### config.mk
export PLATFORM = sky130hd
export DESIGN_NAME = ffs_rr_arbiter_flat
export DESIGN_NICKNAME = d
export VERILOG_FILES = /design/src/rtl/ffs_rr_arbiter_if.sv /design/src/rtl/ffs_rr_arbiter.sv /design/src/flat_wrapper.sv
export SDC_FILE = /design/constraint.sdc
export NUM_CORES = 1
export LEC_CHECK = 0
export CORE_AREA = 2 2 65 67
export DETAILED_ROUTE_END_ITERATION = 10
export DIE_AREA = 0 0 67 69
export PLACE_DENSITY = 0.78
export SYNTH_ARGS = -nofsm -noshare
export SYNTH_HDL_FRONTEND = slang
export SYNTH_SLANG_ARGS = --single-unit
### constraint.sdc
create_clock -name clk -period 3.1 [get_ports clk]
set_clock_uncertainty 0.05 [all_clocks]
set_input_delay 0.775 -clock clk [delete_from_list [all_inputs] [get_ports clk]]
set_output_delay 0.775 -clock clk [all_outputs]
set_load 0.01 [all_outputs]
### src/rtl/ffs_rr_arbiter_if.sv
// Handshake bundle between N requesters / one downstream resource and the
// round-robin arbiter.
//
// Handshake: the arbiter raises grant_valid with a stable one-hot grant and
// grant_idx; the resource raises out_ready when it takes the grant. A beat
// transfers on every posedge where grant_valid & out_ready are both 1. While
// grant_valid=1 and out_ready=0 the grant is held unchanged. out_ready is
// ignored while grant_valid=0.
//
// The master modport is the requester/resource side; the slave modport is the
// arbiter.
interface ffs_rr_arbiter_if #(
  parameter int N     = 16,
  parameter int IDX_W = 4
);
  logic [N-1:0]     req;
  logic [N-1:0]     lock;
  logic             out_ready;
  logic             grant_valid;
  logic [N-1:0]     grant;
  logic [IDX_W-1:0] grant_idx;
  logic [IDX_W-1:0] ptr_dbg;
  logic             state_dbg;

  modport master (
    output req,
    output lock,
    output out_ready,
    input  grant_valid,
    input  grant,
    input  grant_idx,
    input  ptr_dbg,
    input  state_dbg
  );

  modport slave (
    input  req,
    input  lock,
    input  out_ready,
    output grant_valid,
    output grant,
    output grant_idx,
    output ptr_dbg,
    output state_dbg
  );
endinterface

### src/rtl/ffs_rr_arbiter.sv
// Round-robin arbiter for N requesters sharing one downstream resource.
// The winner is the lowest set request bit at or above a rotating pointer,
// wrapping to the lowest set bit overall. The one-hot grant and its index are
// registered and held until the resource accepts them.
//
// Optional feature macro: ARB_LOCK_EN. When defined, a requester holding its
// lock bit keeps the grant for up to LOCK_MAX consecutive beats. When
// undefined, the lock input is ignored and no lock counter exists.
module ffs_rr_arbiter #(
  parameter int N        = 16,
  parameter int IDX_W    = $clog2(N),
  parameter int LOCK_MAX = 8
) (
  input  logic             clk,
  input  logic             reset_n,
  ffs_rr_arbiter_if.slave  bus
);

  typedef enum logic {
    IDLE  = 1'b0,
    GRANT = 1'b1
  } state_t;

  // Result of a search: hit flag in the MSB, winning index below it.
  typedef struct packed {
    logic             hit;
    logic [IDX_W-1:0] idx;
  } pick_t;

  state_t           state_q, state_d;
  logic [IDX_W-1:0] idx_q, idx_d;
  logic [IDX_W-1:0] ptr_q, ptr_d;
  logic [N-1:0]     grant_q, grant_d;

  logic [IDX_W-1:0] adv_ptr;
  logic [IDX_W-1:0] search_ptr;
  pick_t            win;
  logic             handshake;
  logic             hold_owner;

  // Lowest set bit of r at or above p; if none, lowest set bit of r overall.
  // The descending scan lets the last match (the lowest index) win.
  function automatic pick_t pick(input logic [N-1:0] r,
                                 input logic [IDX_W-1:0] p);
    pick_t            res;
    logic             hit_m;
    logic             hit_r;
    logic [IDX_W-1:0] idx_m;
    logic [IDX_W-1:0] idx_r;
    hit_m = 1'b0;
    hit_r = 1'b0;
    idx_m = '0;
    idx_r = '0;
    for (int i = N - 1; i >= 0; i--) begin
      if (r[i]) begin
        hit_r = 1'b1;
        idx_r = IDX_W'(i);
        if (IDX_W'(i) >= p) begin
          hit_m = 1'b1;
          idx_m = IDX_W'(i);
        end
      end
    end
    res.hit = hit_r;
    res.idx = hit_m ? idx_m : idx_r;
    return res;
  endfunction

  // Pointer position just past the current owner, wrapping at N-1.
  assign adv_ptr    = (idx_q == IDX_W'(N - 1)) ? '0 : idx_q + IDX_W'(1);
  // From IDLE the search starts at the stored pointer; on a handshake it
  // starts just past the owner that was accepted.
  assign search_ptr = (state_q == GRANT) ? adv_ptr : ptr_q;
  assign win        = pick(bus.req, search_ptr);
  assign handshake  = (state_q == GRANT) && bus.out_ready;

`ifdef ARB_LOCK_EN
  localparam int CNT_W = (LOCK_MAX > 1) ? $clog2(LOCK_MAX) : 1;

  logic [CNT_W-1:0] lock_cnt_q, lock_cnt_d;

  // The owner keeps the resource while it locks, still requests, and has
  // not yet used up its LOCK_MAX consecutive beats.
  assign hold_owner = bus.lock[idx_q] && bus.req[idx_q] &&
                      (lock_cnt_q < CNT_W'(LOCK_MAX - 1));

  // Lock counter: counts re-grants to the same owner, cleared otherwise.
  always_comb begin
    lock_cnt_d = lock_cnt_q;
    if (state_q == IDLE) begin
      lock_cnt_d = '0;
    end else if (handshake) begin
      lock_cnt_d = hold_owner ? lock_cnt_q + CNT_W'(1) : '0;
    end
  end

  // Lock counter register.
  always_ff @(posedge clk) begin
    if (!reset_n) begin
      lock_cnt_q <= '0;
    end else begin
      lock_cnt_q <= lock_cnt_d;
    end
  end
`else
  logic lock_unused;

  assign hold_owner  = 1'b0;
  assign lock_unused = |bus.lock;
`endif

  // Next-state logic: arbitrate from IDLE, hold while stalled, re-arbitrate
  // on each handshake so a new grant can follow every cycle.
  always_comb begin
    state_d = state_q;
    idx_d   = idx_q;
    ptr_d   = ptr_q;
    case (state_q)
      IDLE: begin
        if (win.hit) begin
          state_d = GRANT;
          idx_d   = win.idx;
        end
      end
      GRANT: begin
        if (handshake) begin
          if (hold_owner) begin
            idx_d = idx_q;
          end else begin
            ptr_d = adv_ptr;
            if (win.hit) begin
              idx_d = win.idx;
            end else begin
              state_d = IDLE;
              idx_d   = '0;
            end
          end
        end
      end
      default: begin
        state_d = IDLE;
        idx_d   = '0;
      end
    endcase
  end

  // One-hot grant follows the next index, and is zero whenever idle.
  always_comb begin
    grant_d = '0;
    if (state_d == GRANT) begin
      grant_d[idx_d] = 1'b1;
    end
  end

  // State, index, pointer and grant registers.
  always_ff @(posedge clk) begin
    if (!reset_n) begin
      state_q <= IDLE;
      idx_q   <= '0;
      ptr_q   <= '0;
      grant_q <= '0;
    end else begin
      state_q <= state_d;
      idx_q   <= idx_d;
      ptr_q   <= ptr_d;
      grant_q <= grant_d;
    end
  end

  assign bus.grant_valid = (state_q == GRANT);
  assign bus.grant       = grant_q;
  assign bus.grant_idx   = idx_q;
  assign bus.ptr_dbg     = ptr_q;
  assign bus.state_dbg   = state_q;

endmodule

### src/flat_wrapper.sv
// flat-port wrapper written by rule: the top's interface ports become plain ports
module ffs_rr_arbiter_flat 
#(
  parameter int N        = 16,
  parameter int IDX_W    = $clog2(N),
  parameter int LOCK_MAX = 8
)
  (clk, reset_n, bus_req, bus_lock, bus_out_ready, bus_grant_valid, bus_grant, bus_grant_idx, bus_ptr_dbg, bus_state_dbg);
  ffs_rr_arbiter_if #(.N(N), .IDX_W(IDX_W)) bus_i ();
  input  logic clk;
  input  logic reset_n;
  input wire logic [$bits(bus_i.req)-1:0] bus_req;
  input wire logic [$bits(bus_i.lock)-1:0] bus_lock;
  input wire logic [$bits(bus_i.out_ready)-1:0] bus_out_ready;
  output wire logic [$bits(bus_i.grant_valid)-1:0] bus_grant_valid;
  output wire logic [$bits(bus_i.grant)-1:0] bus_grant;
  output wire logic [$bits(bus_i.grant_idx)-1:0] bus_grant_idx;
  output wire logic [$bits(bus_i.ptr_dbg)-1:0] bus_ptr_dbg;
  output wire logic [$bits(bus_i.state_dbg)-1:0] bus_state_dbg;
  assign bus_i.req = bus_req;
  assign bus_i.lock = bus_lock;
  assign bus_i.out_ready = bus_out_ready;
  assign bus_grant_valid = bus_i.grant_valid;
  assign bus_grant = bus_i.grant;
  assign bus_grant_idx = bus_i.grant_idx;
  assign bus_ptr_dbg = bus_i.ptr_dbg;
  assign bus_state_dbg = bus_i.state_dbg;
  ffs_rr_arbiter #(.N(N), .IDX_W(IDX_W), .LOCK_MAX(LOCK_MAX)) u_core (.clk(clk), .reset_n(reset_n), .bus(bus_i));
endmodule
After elaboration in Yosys (flattened, before gate mapping)
Cells that the tools add are included.
{ "totals": {"out_inout_bits": 26, "n_memories": 0, "latchBits": 0, "mem_bits_ro": 0, "mem_bits_rw": 0, "regBits": 25} }
{ "op_classes": {"magnitude_cmp": 18, "multipliers": 0, "shift": 0, "mux": 108, "n_eq_ne": 1, "add_sub_neg": 1, "bitwise_logic": 1, "div_mod_pow": 0, "reduce_logical": 4} }
{ "op_table": {"columns": ["operator", "count"], "rows": [
  ["$mux 4", 54],
  ["$mux 1", 51],
  ["$ge 4x4->1 const A", 8],
  ["$ge 3x4->1 const A", 4],
  ["$ge 1x4->1 const A", 2],
  ["$ge 2x4->1 const A", 2],
  ["$pmux 4 s2", 1],
  ["$lt 4x5->1 const B", 1],
  ["$add 4x1->4 const B", 1],
  ["$demux 1 s4", 1],
  ["$eq 4x4->1 const B", 1],
  ["$ge 4x1->1 const B", 1],
  ["$reduce_and 2->1", 2],
  ["$logic_and 1x1->1", 2],
  ["$pmux 1 s2", 1],
  ["$not 1->1", 1]
]} }

Logic depth before layout (Yosys ltp)
{ "logic_depth": {"word_depth": 44, "mapped_depth": 11} }

Worst setup path after synthesis
Ideal clock, no wire load.
{ "synth_path": {"kind": "register -> register", "from": "reg u_core.idx_q[0] (netlist: u_core.bus.grant_idx[0])", "to": "reg u_core.grant_q[0] (netlist: u_core.bus.grant[0])", "slack_ns": 0.311, "arrival_time_ns": 2.678, "path_stages_with_launch": 9, "n_path_buf": 0, "path_cell_list": "dfxtp_1 > ha_1 > mux2_2 > a2111oi_0 > a2111oi_0 > or3_1 > and2_1 > a22oi_1 > and3_1"} }
{ "synth_between": {"elab_chain_cells": 44} }
{ "synth_rtl": {"columns": ["item", "line", "rtl"], "rows": [
  ["start: declaration", "ffs_rr_arbiter.sv:31", "logic [IDX_W-1:0] idx_q, idx_d;"],
  ["start signal: assignment", "ffs_rr_arbiter.sv:164", "idx_q <= idx_d;"],
  ["$add 4x1->4 or $eq 4x4->1 (tied branches)", "ffs_rr_arbiter.sv:70", "assign adv_ptr = (idx_q == IDX_W'(N - 1)) ? '0 : idx_q + IDX_W'(1);"],
  ["$mux 4 *", "ffs_rr_arbiter.sv:70", null],
  ["named net u_core.adv_ptr[1]", "ffs_rr_arbiter.sv:35", "logic [IDX_W-1:0] adv_ptr;"],
  ["$mux 4 *", "ffs_rr_arbiter.sv:73", "assign search_ptr = (state_q == GRANT) ? adv_ptr : ptr_q;"],
  ["$ge 4x4->1", "ffs_rr_arbiter.sv:58", "if (IDX_W'(i) >= p) begin"],
  ["$mux 4 or $mux 1 (tied branches)", "ffs_rr_arbiter.sv:58", null],
  ["$mux 4 or $mux 1 (tied branches)", "ffs_rr_arbiter.sv:55", "if (r[i]) begin"],
  ["$mux 4 or $mux 1 (tied branches)", "ffs_rr_arbiter.sv:58", null],
  ["(+29 left out)", null, null],
  ["$mux 4 *", "ffs_rr_arbiter.sv:65", "res.idx = hit_m ? idx_m : idx_r;"],
  ["$mux 4", "ffs_rr_arbiter.sv:131", "if (win.hit) begin"],
  ["$mux 4", "ffs_rr_arbiter.sv:126", "if (handshake) begin"],
  ["$pmux 4 s2 *", "ffs_rr_arbiter.sv:118", "case (state_q)"],
  ["$lt 4x5->1 (not written as such) or $ge 4x1->1 (tied branches)", "ffs_rr_arbiter.sv:151", "grant_d[idx_d] = 1'b1;"],
  ["$logic_and 1x1->1 (not written as such)", "ffs_rr_arbiter.sv:151", null],
  ["$mux 1 (not written as such)", "ffs_rr_arbiter.sv:151", null],
  ["$demux 1 s4 *", null, null],
  ["end signal: assignment", "ffs_rr_arbiter.sv:166", "grant_q <= grant_d;"],
  ["end: declaration", "ffs_rr_arbiter.sv:33", "logic [N-1:0] grant_q, grant_d;"]
]} }
Mark *: on every way through the listed nets, which the timed path passes. The rest lies on a longest branch.
A chain may end at the register's enable or synchronous reset.

Worst setup path in the final report
{ "layout_path": {"from": "in bus_req[2]", "to": "reg u_core.grant_q[10] (netlist: u_core.bus.grant[10])"} }
{ "layout_between": {"elab_chain_cells": 13} }
{ "layout_rtl": {"columns": ["item", "line", "rtl"], "rows": [
  ["start: declaration", "flat_wrapper.sv:12", "input wire logic [$bits(bus_i.req)-1:0] bus_req;"],
  ["$mux 4 or $mux 1 (tied branches)", "ffs_rr_arbiter.sv:55", null],
  ["$mux 4 or $mux 1 (tied branches)", "ffs_rr_arbiter.sv:58", null],
  ["$mux 4 or $mux 1 (tied branches)", "ffs_rr_arbiter.sv:55", null],
  ["$mux 4 or $mux 1 (tied branches)", "ffs_rr_arbiter.sv:58", null],
  ["$mux 4 or $mux 1 (tied branches)", "ffs_rr_arbiter.sv:55", null],
  ["$mux 4", "ffs_rr_arbiter.sv:65", null],
  ["$mux 4", "ffs_rr_arbiter.sv:131", null],
  ["$mux 4", "ffs_rr_arbiter.sv:126", null],
  ["$pmux 4 s2", "ffs_rr_arbiter.sv:118", null],
  ["$lt 4x5->1 (not written as such) or $ge 4x1->1 (tied branches)", "ffs_rr_arbiter.sv:151", null],
  ["$logic_and 1x1->1 (not written as such)", "ffs_rr_arbiter.sv:151", null],
  ["$mux 1 (not written as such)", "ffs_rr_arbiter.sv:151", null],
  ["$demux 1 s4", null, null]
]} }
Several ways; a longest one is shown, not always the timed one.

==> out/qor.yml <==
status:
  run_status: "completed"
placement:
  portBuffers: 44
  gp_congestion: 0.966
  hpwl_um: 4480
  dpl-instance-area_mm2: 0.00250
  post-place-ws_ns: -0.246
setup_path:
  cp-end-kind: "flip-flop"
  critPathMostFrequentCell: "buf_4"
  reg2regPathDepth: 9
  worst_ep_arrival_time_ns: 3.13
  cp_cell_sequence: "clkdlybuf4s50_1 > buf_4 > inv_1 > a211oi_1 > o21ai_0 > a31oi_1 > a221oi_2 > nor3_4 > o211ai_1 > buf_4 > nor3_1"
  cp-start-kind: "input pin"
  critical_path_class: "in -> reg"
  slowest_delay_ns: 0.50
  worstPathRequired_ns: 3.25
  cp_max_fo: 5
  worst_path_max_delay_cell: "clkdlybuf4s50_1"
global_routing:
  grt_busiest_layer: "met2"
  grt_max_degree: 31
  grt_pass1_wl_um: 9100
  grt_usage_pct: 25.2
  grt_pass1_vias: 1986
  grt-ovfl-total: 0
  use_met1_pct: 31.6
  grt_use_met2_pct: 42.4
  grt_util_met3_pct: 1.14
  antenna_found_initial: 0
logic_synthesis:
  ys.flop_type: "dfxtp_1"
  syn-num-nets: 256
  async_flop_share_pct: 0
  synth-seq-cells: 25
  synth_edf_count: 0
  syn_area_mm2: 0.00170
  yosys_warnings: 0
  ys_types: 56
  syn_inst: 220
  avgSynthCellArea_um2: 7.75
  synth_seq_area_share_pct: 29.4
drt:
  drt_iter0_markers: 168
  dr.pass1.iters: 7
  drt-total-wl_um: 6000
  num_vias: 2175
  ant_nets: 0
  drc: 0
  via_per_inst: 6.04
  avgRoutedWirePerCell_um: 16.7
timing:
  timing_hold_violations_final: 0
  setup_viol: 0
  fin_crit_ns: 2.98
  post-route-period-util_pct: 96.3
  slew_headroom_pct: 64.6
  slew_viol_final: 0
  fin_ws_ns: 0.116
  worst_slew_pin_slew_ns: 0.529
  timing.fmax_ghz: 0.335
hold_path:
  hold_depth: 2
  hp-class: "reg -> reg"
clocking:
  clk_pin_slew_ns: 0.09
  root_buffer: "clkbuf_8"
  clk_latency_ns: 0.28
  clock-sinks: 25
  htreeDepth: 1
  numCtsBuffers: 3
  clock_path_buffers: 2
  hold_buffers: 0
  cts_tree: "done"
finish:
  drive_above_1_share_pct: 25.8
  fin_area_mm2: 0.00270
  fin_util_pct: 69.0
  area_growth_pct: 58.4
  nNetsFinal: 347
  diodes: 0
  fillCellCount: 332
die:
  start_util_pct: 43.5
  fp.dieW_um: 67
  dieArea_mm2: 0.00462
  die_h_um: 69
  rows: 23
  core_area_mm2: 0.00391
  io_pins: 61
power_and_ir_drop:
  p_leak_nw: 1.05
  irDropWorstVdd_uv: 198
  powerDensity_mw_per_mm2: 402
run:
  cap_violations: 0
[metal layers]
layer | share of wire (%) | wire length [um]
met5 | 0 | 0
met4 | 4.8 | 289
met3 | 5.3 | 318
met2 | 49 | 2950
met1 | 41 | 2450
[cell usage in the layout, fill, tap and decap left out, types with 4 or more instances in the layout]
cell type,n
o21ai_0,14
nor3_1,9
nand2b_1,4
nor4_1,6
inv_1,8
nand3_1,5
nor2_1,19
o211ai_1,5
clkdlybuf4s50_1,44
dfxtp_1,25
buf_4,48
a31oi_1,5
and3_1,9
and2_1,4
nand4_1,5
nor2b_1,4
or2_2,4
nand2_1,16
a21oi_1,17
[critical path: cells and delay by family]
family | cells | cell delay [ns]
AOI/OAI and AO/OA | 5 | 0.93
and+or+nand+nor | 2 | 0.53
buffers and inverters | 4 | 0.91
[worst paths after layout]
path                                                         start  slack (ns)                                 end
worst min register to register  u_core.bus.ptr_dbg[0]$_SDFFE_PN0P_        0.45  u_core.bus.ptr_dbg[0]$_SDFFE_PN0P_
worst max-delay path                                    bus_req[2]        0.12     u_core.bus.grant[10]$_SDFF_PN0_
worst max register to register  u_core.bus.grant_idx[2]$_SDFF_PN0_        0.15     u_core.bus.grant[10]$_SDFF_PN0_
worst min-delay path            u_core.bus.ptr_dbg[0]$_SDFFE_PN0P_        0.45  u_core.bus.ptr_dbg[0]$_SDFFE_PN0P_
[synth_stat cells, drive strengths merged, types with 3 or more instances]
cell type | instances | area [um^2]
dfxtp | 25 | 500
a21oi | 19 | 98.9
nor2 | 19 | 71.3
nand2 | 16 | 60.1
o21ai | 15 | 78.8
nor3 | 11 | 60.1
and3 | 10 | 62.6
nor4 | 9 | 68.8
inv | 8 | 30.0
a31oi | 7 | 43.8
buf | 6 | 53.8
nand3 | 6 | 30.0
nand2b | 5 | 31.3
nand4 | 5 | 31.3
o211ai | 5 | 37.5
and2 | 4 | 25.0
nor2b | 4 | 25.0
or2 | 4 | 25.0
a211oi | 3 | 27.5
nand4b | 3 | 26.3
o311ai | 3 | 26.3
[layout make-up]
cell class | instances | area (um^2) | share of cell area [%]
well taps | 50 | 62.6 | 2.32
repair buffers | 93 | 821 | 30.4
clock buffers | 3 | 41.3 | 1.53
multi-input cells | 180 | 1240 | 45.8
clock inverters | 1 | 7.51 | 0.278
inverters | 8 | 30.0 | 1.11
flip-flops and latches | 25 | 500 | 18.5
[sequential cells by signal, summed over array words and instances, names as in the netlist]
register                flops
u_core.bus.grant           16
u_core.bus.grant_idx        4
u_core.bus.ptr_dbg          4
u_core.bus.grant_valid      1
[what timing repair did]
action,in CTS,in global routing
setup endpoints to repair,0,16
setup buffers,0,4
resized for setup,0,23
[power breakdown]
part / switching, mW / internal [mW] / leakage (nW)
clock: 0.110 / 0.0915 / 0.0217
sequential: 0.0195 / 0.345 / 0.204
combinational: 0.271 / 0.248 / 0.820
total: 0.401 / 0.685 / 1.05
[through the flow]
stage / total power [mW] / hold slack (ns) / setup TNS [ns] / instances
after floorplan: 0.607 / 0.442 / 0 / 220
after global placement: 0.821 / 0.424 / -1.70 / 352
after detailed placement: 0.831 / 0.429 / -3.29 / 352
after CTS: 1.03 / 0.447 / 0 / 356
after global routing: 1.13 / 0.475 / -0.0725 / 360
final: 1.09 / 0.446 / 0 / 360
[logic make-up (layout without fill, tap and decap cells)]
family,Yosys count,in the layout,share of synthesized area [%]
compound gates,74,74,30.0
mux,2,2,1.25
fa+ha+maj,1,1,0.734
xor+xnor,2,2,1.03
buf+inv,15,105,5.14
flops,25,25,29.4
simple gates,101,101,32.5
(Power assumes the default switching activity.)
